==> src/rtl/mdu_sequencer.sv <==
// mdu_sequencer: multi-cycle unsigned MUL / MULHU / DIVU / REMU controller.
// The block has no adder of its own. It borrows the shared 32-bit ALU
// through AluSrcA/AluSrcB/AluControl and reads back the combinational
// AluResult.
//
// Ports:
//   clk, reset_n    clock, synchronous active-low reset
//   flush           cancels the in-flight op and any pending response
//   ReqValid/ReqReady, Op, OpA, OpB      request handshake and operands
//   RespValid/RespReady, Result          response handshake and result
//   Busy            high in RUN and DONE; the hazard unit stalls on it
//   AluOwn          high in RUN; steers the execute-stage ALU mux here
//   AluSrcA/AluSrcB/AluControl/AluResult  borrowed ALU interface
module mdu_sequencer #(
  parameter int N  = 32,
  parameter int CW = 6
) (
  input  logic         clk,
  input  logic         reset_n,
  input  logic         flush,
  input  logic         ReqValid,
  output logic         ReqReady,
  input  logic [1:0]   Op,
  input  logic [N-1:0] OpA,
  input  logic [N-1:0] OpB,
  output logic         RespValid,
  input  logic         RespReady,
  output logic [N-1:0] Result,
  output logic         Busy,
  output logic         AluOwn,
  output logic [N-1:0] AluSrcA,
  output logic [N-1:0] AluSrcB,
  output logic [2:0]   AluControl,
  input  logic [N-1:0] AluResult
);

  typedef enum logic [1:0] {S_IDLE, S_RUN, S_DONE} state_t;

  state_t        state_q, state_d;
  logic [CW-1:0] cnt_q, cnt_d;
  logic [1:0]    op_q, op_d;
  logic [N-1:0]  b_q, b_d;
  // h holds the product high half (MUL) or the partial remainder R (DIV).
  // l holds the product low half / multiplier (MUL) or the quotient Q (DIV).
  logic [N-1:0]  h_q, h_d;
  logic [N-1:0]  l_q, l_d;
  logic [N-1:0]  res_q, res_d;

  logic [N-1:0]  s_div;
  logic          mul_carry;

  always_comb begin
    state_d   = state_q;
    cnt_d     = cnt_q;
    op_d      = op_q;
    b_d       = b_q;
    h_d       = h_q;
    l_d       = l_q;
    res_d     = res_q;
    AluSrcA   = '0;
    AluSrcB   = '0;
    mul_carry = 1'b0;
    s_div     = {h_q[N-2:0], l_q[N-1]};

    case (state_q)
      S_IDLE: begin
        // Flush wins over a same-cycle request.
        if (ReqValid && !flush) begin
          op_d = Op;
          b_d  = OpB;
          if (Op[1] && (OpB == '0)) begin
            // Divide by zero resolves immediately without using the ALU.
            state_d = S_DONE;
            res_d   = Op[0] ? OpA : '1;
          end else begin
            state_d = S_RUN;
            cnt_d   = '0;
            h_d     = '0;
            l_d     = OpA;
          end
        end
      end

      S_RUN: begin
        if (op_q[1]) begin
          // Restoring divide: the ALU computes S - B via S + (~B + 1).
          // R[31] set means the shifted remainder exceeds 32 bits, so it
          // is certainly >= B even though S alone may not compare so.
          AluSrcA = s_div;
          AluSrcB = ~b_q + 1'b1;
          if (h_q[N-1] || (s_div >= b_q)) begin
            h_d = AluResult;
            l_d = {l_q[N-2:0], 1'b1};
          end else begin
            h_d = s_div;
            l_d = {l_q[N-2:0], 1'b0};
          end
        end else begin
          // Shift-add multiply; the carry out of H + B is recovered from
          // unsigned wrap detection because the ALU has no carry output.
          AluSrcA   = h_q;
          AluSrcB   = l_q[0] ? b_q : '0;
          mul_carry = (AluResult < h_q);
          h_d       = {mul_carry, AluResult[N-1:1]};
          l_d       = {AluResult[0], l_q[N-1:1]};
        end
        cnt_d = cnt_q + 1'b1;
        if (cnt_q == CW'(N-1)) begin
          state_d = S_DONE;
          // Op[0] selects the h register for both MULHU and REMU.
          res_d   = op_q[0] ? h_d : l_d;
        end
        if (flush) state_d = S_IDLE;
      end

      S_DONE: begin
        if (flush || RespReady) state_d = S_IDLE;
      end

      default: state_d = S_IDLE;
    endcase
  end

  always_ff @(posedge clk) begin
    if (!reset_n) begin
      state_q <= S_IDLE;
      cnt_q   <= '0;
      op_q    <= '0;
      b_q     <= '0;
      h_q     <= '0;
      l_q     <= '0;
      res_q   <= '0;
    end else begin
      state_q <= state_d;
      cnt_q   <= cnt_d;
      op_q    <= op_d;
      b_q     <= b_d;
      h_q     <= h_d;
      l_q     <= l_d;
      res_q   <= res_d;
    end
  end

  assign ReqReady   = (state_q == S_IDLE);
  assign RespValid  = (state_q == S_DONE);
  assign Busy       = (state_q == S_RUN) || (state_q == S_DONE);
  assign AluOwn     = (state_q == S_RUN);
  assign AluControl = 3'b000;
  assign Result     = res_q;

endmodule

==> config.mk <==
export PLATFORM = sky130hd
export DESIGN_NAME = mdu_sequencer
export DESIGN_NICKNAME = d
export VERILOG_FILES = /design/src/rtl/mdu_sequencer.sv
export SDC_FILE = /design/constraint.sdc
export NUM_CORES = 1
export LEC_CHECK = 0
export BUFFER_PORTS_ARGS = -buffer_cell sky130_fd_sc_hd__buf_2
export CORE_MARGIN = 4
export CORE_UTILIZATION = 55
export DETAILED_ROUTE_END_ITERATION = 8
export PLACE_DENSITY = 0.86
export SYNTH_ARGS = -nofsm -noshare
export SYNTH_HDL_FRONTEND = slang
export SYNTH_SLANG_ARGS = --single-unit
==> constraint.sdc <==
create_clock -name clk -period 3.3 [get_ports clk]
set_input_delay 0.66 -clock clk [delete_from_list [all_inputs] [get_ports clk]]
set_output_delay 0.66 -clock clk [all_outputs]
set_load 0.03 [all_outputs]
======== Word-level counts from Yosys, hierarchy flattened ========
Cells that the tools add are included.
storage, ports and cells
  word-level logic and storage cells ...... 64
  memory bits (read-only) ................. 0
  memory bits (writable) .................. 0
  memories kept ........................... 0
  latch bits .............................. 0
  output and inout port bits .............. 103
  register bits ........................... 138
operators by class
  multiply operators ...................... 0
  divide/modulo/power cells ............... 0
  bitwise gates (word level) .............. 1
  multiplexer cells ....................... 30
  shifts and indexed selects .............. 0
  eq/ne operators ......................... 9
  reduce and logical (&&, ||, !) cells .... 13
  magnitude comparators ................... 2
  add/subtract/negate cells ............... 2
operator list
  operator                                               number
  two-way mux 32 bit                                     17
  case mux 32 bit (2 select lines)                       3
  adder 32 x 1 -> 32 bit, second input constant          1
  greater-or-equal comparator 32 bit                     1
  logical NOT 32 bit                                     1
  < comparator 32 bit                                    1
  inverter 32 bit                                        1
  two-way mux 6 bit                                      2
  case mux 6 bit (2 select lines)                        1
  two-way mux 2 bit                                      5
  inequality test 2 x 1 -> 1 bit, second input constant  4
  adder 6 x 1 -> 6 bit, second input constant            1
  equality test 6 x 5 -> 1 bit, second input constant    1
  case mux 2 bit (3 select lines)                        1
  AND reduction 3 bit                                    2
  AND reduction 4 bit                                    1
  logical OR 1 bit                                       3
  inequality test 3 x 2 -> 1 bit, second input constant  1
  equality test 2 x 1 -> 1 bit, second input constant    1
  equality test 2 bit, second input constant             1
  logical AND 1 bit                                      2
  logical NOT 2 bit                                      1
  inequality test 2 bit, second input constant           1
  AND reduction 2 bit                                    1
  other kinds (3)                                        3

======== Depth between registers and ports, before layout ========
  depth after elaboration ................. 7
  mapped depth ............................ 12
  depth with buffers taken out ............ 10

======== Worst setup path before layout ========
OpenSTA, ideal clock, no wires.
  kind .................................... register -> output
  from .................................... register op_q[1]
  to ...................................... output AluSrcB[12]
  buffers on the path ..................... 4
  data required time ...................... 2,640 ps
  path slack .............................. 239 ps
  stages on the path, launching flop included .. 7
  arrival ................................. 2,401 ps
  cell sequence ........................... dfxtp_1 -> clkbuf_1 -> buf_2 -> clkbuf_1 -> clkbuf_1 -> o41ai_1 -> o31ai_1
between the ends
  cells in the longest elaborated chain, start to end .. 2
RTL lines
  item                      RTL line  source
  start: declaration        41        logic [1:0] op_q, op_d;
  start signal: assignment  136       op_q <= op_d;
  two-way mux 32 bit        85        if (op_q[1]) begin
  two-way mux 32 bit        65        case (state_q)
  end: declaration          32        output logic [N-1:0] AluSrcB,
No other way between the ends.

======== Worst setup path in the final report ========
  from .................................... register b_q[9]
  to ...................................... output AluSrcB[31]
between the ends
  cells in the longest elaborated chain, start to end .. 4
RTL lines
  item                      RTL line  source
  start: declaration        42        logic [N-1:0] b_q, b_d;
  start signal: assignment  129       b_q <= '0;
  start signal: assignment  137       b_q <= b_d;
  inverter 32 bit           90        AluSrcB = ~b_q + 1'b1;
  adder 32 x 1 -> 32 bit    90
  two-way mux 32 bit        85
  two-way mux 32 bit        65
No other way between the ends.

==> run_results.csv <==
group,metric,value,unit
logic_synthesis,synth.distinct_cells,61,
clocking,cts_max_path_buffers,2,
detailed_routing,drc,0,
logic_synthesis,yosysMostFrequentCell,"nor2_1",
detailed_routing,wl,29600,um
worst_setup_path,reg2reg_depth,10,
timing,period_share,103,%
hold_path,holdCritPathClass,"reg -> reg",
flow_run,cap_violations,0,
run_status,status,"complete, but fails checks",
detailed_routing,vias,10048,
floorplan,fp.dieW,142,um
clocking,cts_sinks,138,
logic_synthesis,ys.warnings.count,0,
worst_setup_path,slowest_delay,0.57,ns
worst_setup_path,path_class,"reg -> out",
power_and_ir_drop,power_leakage,4.93,nW
global_routing,grt_usage,28.9,%
worst_setup_path,arrival,2.75,ns
logic_synthesis,synth-seq-cells,138,
logic_synthesis,synthTopCellsByCount,"178 x nor2_1, 138 x dfxtp_1, 129 x nand2_1",
worst_setup_path,cp-end-kind,"primary output",
floorplan,ios,206,
floorplan,die_area,20300,um^2
worst_setup_path,start_kind,"register",
power_and_ir_drop,total_power,7.75,mW
place,post_dp_cell_area,11200,um^2
power_and_ir_drop,seq_power_share,28.2,%
logic_synthesis,ys_seq_area_share,27.8,%
power_and_ir_drop,powerDensity,656,nW/um^2
detailed_routing,first_iter_violations,683,
clocking,clk_transition_reported_paths,0.06,ns
timing,whs,0.471,ns
worst_setup_path,crit_end,"AluSrcB[31]",
timing,fin_skew,0.00856,ns
global_routing,grt_pass1_wl,47900,um
detailed_routing,wl_per_cell,17.3,um
floorplan,start_util,56.8,%
power_and_ir_drop,swShare,42.7,%
timing,layout_setup_ws,-0.108,ns
place,place_hpwl,21800,um
place,port_buffers,202,
worst_setup_path,path_max_fanout,6,
floorplan,core.rowCount,48,
timing,fmax,293,MHz
timing,min_period,3.41,ns
clocking,htreeDepth,4,
timing,max-slew-margin-rel,52.6,%
detailed_routing,ant_nets,0,
place,placed_cells,1673,
cells_and_area,drive_above_1_share,19.6,%
global_routing,grt_pass1_vias,9413,
timing,slew_violations,0,
logic_synthesis,synth_ff_type,"dfxtp_1",
worst_setup_path,worstPathRequired,2.64,ns
power_and_ir_drop,pwr-share-clk,25.3,%
clocking,cts_tree,"yes",
cells_and_area,fin_cells,1709,
floorplan,die_y,142,um
detailed_routing,firstDrtPassIters,7,
logic_synthesis,yosysTopAreaCell,"dfxtp_1",
clocking,hold_buffers,0,
worst_setup_path,cp_cell_sequence,"or4_4 -> nor3_4 -> nand4b_1 -> or2_1 -> nand2b_4 -> o41ai_4 -> xnor2_1 -> nor2_1 -> buf_4",
worst_setup_path,rrSetupSlack,0.22,ns
cells_and_area,stdcell_area,11800,um^2
place,dp_slack,0.258,ns
power_and_ir_drop,intPower,4.44,mW
power_and_ir_drop,p_comb_share,46.5,%
logic_synthesis,synth_top_cell_area_share,27.8,%
timing,worst-slew-pin-transition,0.704,ns
detailed_routing,viasPerCell,5.88,
cells_and_area,area_growth,19.0,%
place,gp_congestion,0.910,
worst_setup_path,startpoint,"b_q[9]$_SDFFE_PN0P_",
clocking,cts_made_buffers,17,
power_and_ir_drop,p_switching,3.31,mW
worst_setup_path,reg2reg_from,"h_q[8]$_SDFFE_PN0P_",
timing,rsz0062_at_grt,"true",
timing,setup_viol,4,
power_and_ir_drop,irDropWorstVdd,444,uV
logic_synthesis,synth_edf_count,0,
logic_synthesis,syn-cell-area,9930,um^2
clocking,cts-root-buf,"clkbuf_16",
logic_synthesis,async_flop_share,0,%
worst_setup_path,slowest_stage,"or4_4",
global_routing,antenna_found_initial,4,
run_status,violations,"negative setup slack",
clocking,clk_latency,0.43,ns
global_routing,overflow,0,
global_routing,grt_max_degree,71,
timing,hold_viol_final,0,
logic_synthesis,synth_area_leaders,"dfxtp_1 28%, mux2i_1 9.6%, ha_1 8.6%",
cells_and_area,nets,1640,
worst_setup_path,rr_endpoint,"h_q[20]$_SDFFE_PN0P_",
logic_synthesis,synthCells,1305,
logic_synthesis,syn_avg_cell_area,7.61,um^2
floorplan,core_area,17500,um^2
[metrics by stage]
step / TNS [ns] / util, %
final: -0.195 / 67.6
after global routing: -1.49 / 67.6
after floorplan: 0 / -
after global placement: 0 / 63.8
after CTS: -0.199 / 67.4
after detailed placement: 0 / 63.8
[layout by cell type, fill, tap and decap left out, types with 3 or more instances in the layout]
cell,Yosys,routed
mux2i_1,95,95
inv_1,69,68
and2_1,5,4
o41ai_1,3,3
nor2_1,178,176
a21o_1,11,11
inv_6,0,5
nand4_1,14,14
nand2b_1,37,37
a211oi_1,37,37
o21ai_1,12,13
xnor2_1,25,25
dfxtp_1,138,136
or3_1,3,3
a31oi_1,3,3
buf_4,7,35
buf_2,16,197
nor3_1,5,5
a22o_1,62,62
a21oi_1,120,120
buf_12,0,5
ha_1,68,66
nand3_1,16,16
nor2b_1,40,40
nand2_1,129,128
clkinvlp_4,0,5
clkbuf_16,0,17
o31ai_1,8,8
a21boi_0,35,35
conb_1,1,3
nor4_1,10,10
o21ai_0,51,49
[final cells by class]
class / count / area (um^2)
Clock inverter: 14 / 161
Timing Repair Buffer: 237 / 1350
Antenna cell: 2 / 5.00
Fill cell: 1431 / 5660
Inverter: 70 / 263
Clock buffer: 18 / 439
Sequential cell: 138 / 2770
Multi-Input combinational cell: 1005 / 6550
Tap cell: 225 / 282
[cells by family (layout without fill, tap and decap cells)]
| logic type | count (synthesis) | count (layout) | share of synthesized area, % |
|---|---|---|---|
| other | 1 | 5 | 0.0378 |
| xor gates and xnor gates | 26 | 26 | 2.29 |
| adders and majority gates | 68 | 68 | 8.57 |
| muxes | 96 | 96 | 9.69 |
| AOI/OAI and AO/OA | 362 | 362 | 24.2 |
| DFF | 138 | 138 | 27.8 |
| buffers and inverters | 164 | 339 | 6.74 |
| and+or+nand+nor | 450 | 450 | 20.7 |
[how the worst min path moves through the flow]
stage	startpoint	end	slack [ns]	depth (start not counted)
2_1_floorplan	b_q[23]$_SDFFE_PN0P_	b_q[23]$_SDFFE_PN0P_	0.44	2
4_1_cts	b_q[23]$_SDFFE_PN0P_	b_q[23]$_SDFFE_PN0P_	0.47	2
3_3_place_gp	b_q[23]$_SDFFE_PN0P_	b_q[23]$_SDFFE_PN0P_	0.45	2
5_1_grt	OpB[15]	b_q[15]$_SDFFE_PN0P_	0.48	3
3_5_place_dp	b_q[23]$_SDFFE_PN0P_	b_q[23]$_SDFFE_PN0P_	0.46	2
6_report	b_q[23]$_SDFFE_PN0P_	b_q[23]$_SDFFE_PN0P_	0.47	2
[worst max-delay path: cells and delay by family (launching register included)]
kind,cells,cell delay (ns)
AND/OR/NAND/NOR,6,1.37
flip-flops,1,0.35
AO/OA/AOI/OAI,1,0.25
XOR/XNOR,1,0.17
buffers and inverters,1,0.17
[state kept, by name (all words and copies together) (netlist names)]
signal   flops
op_q         2
b_q         32
cnt_q        6
l_q         32
h_q         32
Result      32
state_q      2
[power by group through the flow]
stage               registers [mW]  logic (mW)  clock network, mW
finish                        2.18        3.60               1.96
detailed placement            2.21        3.51                  0
floorplan                     2.24        2.55                  0
CTS                           2.18        3.55               1.97
global route                  2.22        3.95               2.05
global placement              2.20        3.42                  0
[per-layer routing]
metal	track usage (%)	share of wire [%]	up-vias
met4	10.2	2.9	4
met3	5.58	7.7	67
met2	48.0	48	400
met5	0	0.091	-
li1	-	-	4901
met1	37.8	42	4676
[timing repair]
item | in CTS | in global routing
pin swaps | 5 | 4
endpoints found under the hold margin | 0 | 0
endpoints found under the setup margin | 6 | 10
gates resized for setup | 9 | 5
buffers inserted | 2 | 0
Power figures use the tool's default switching activity.
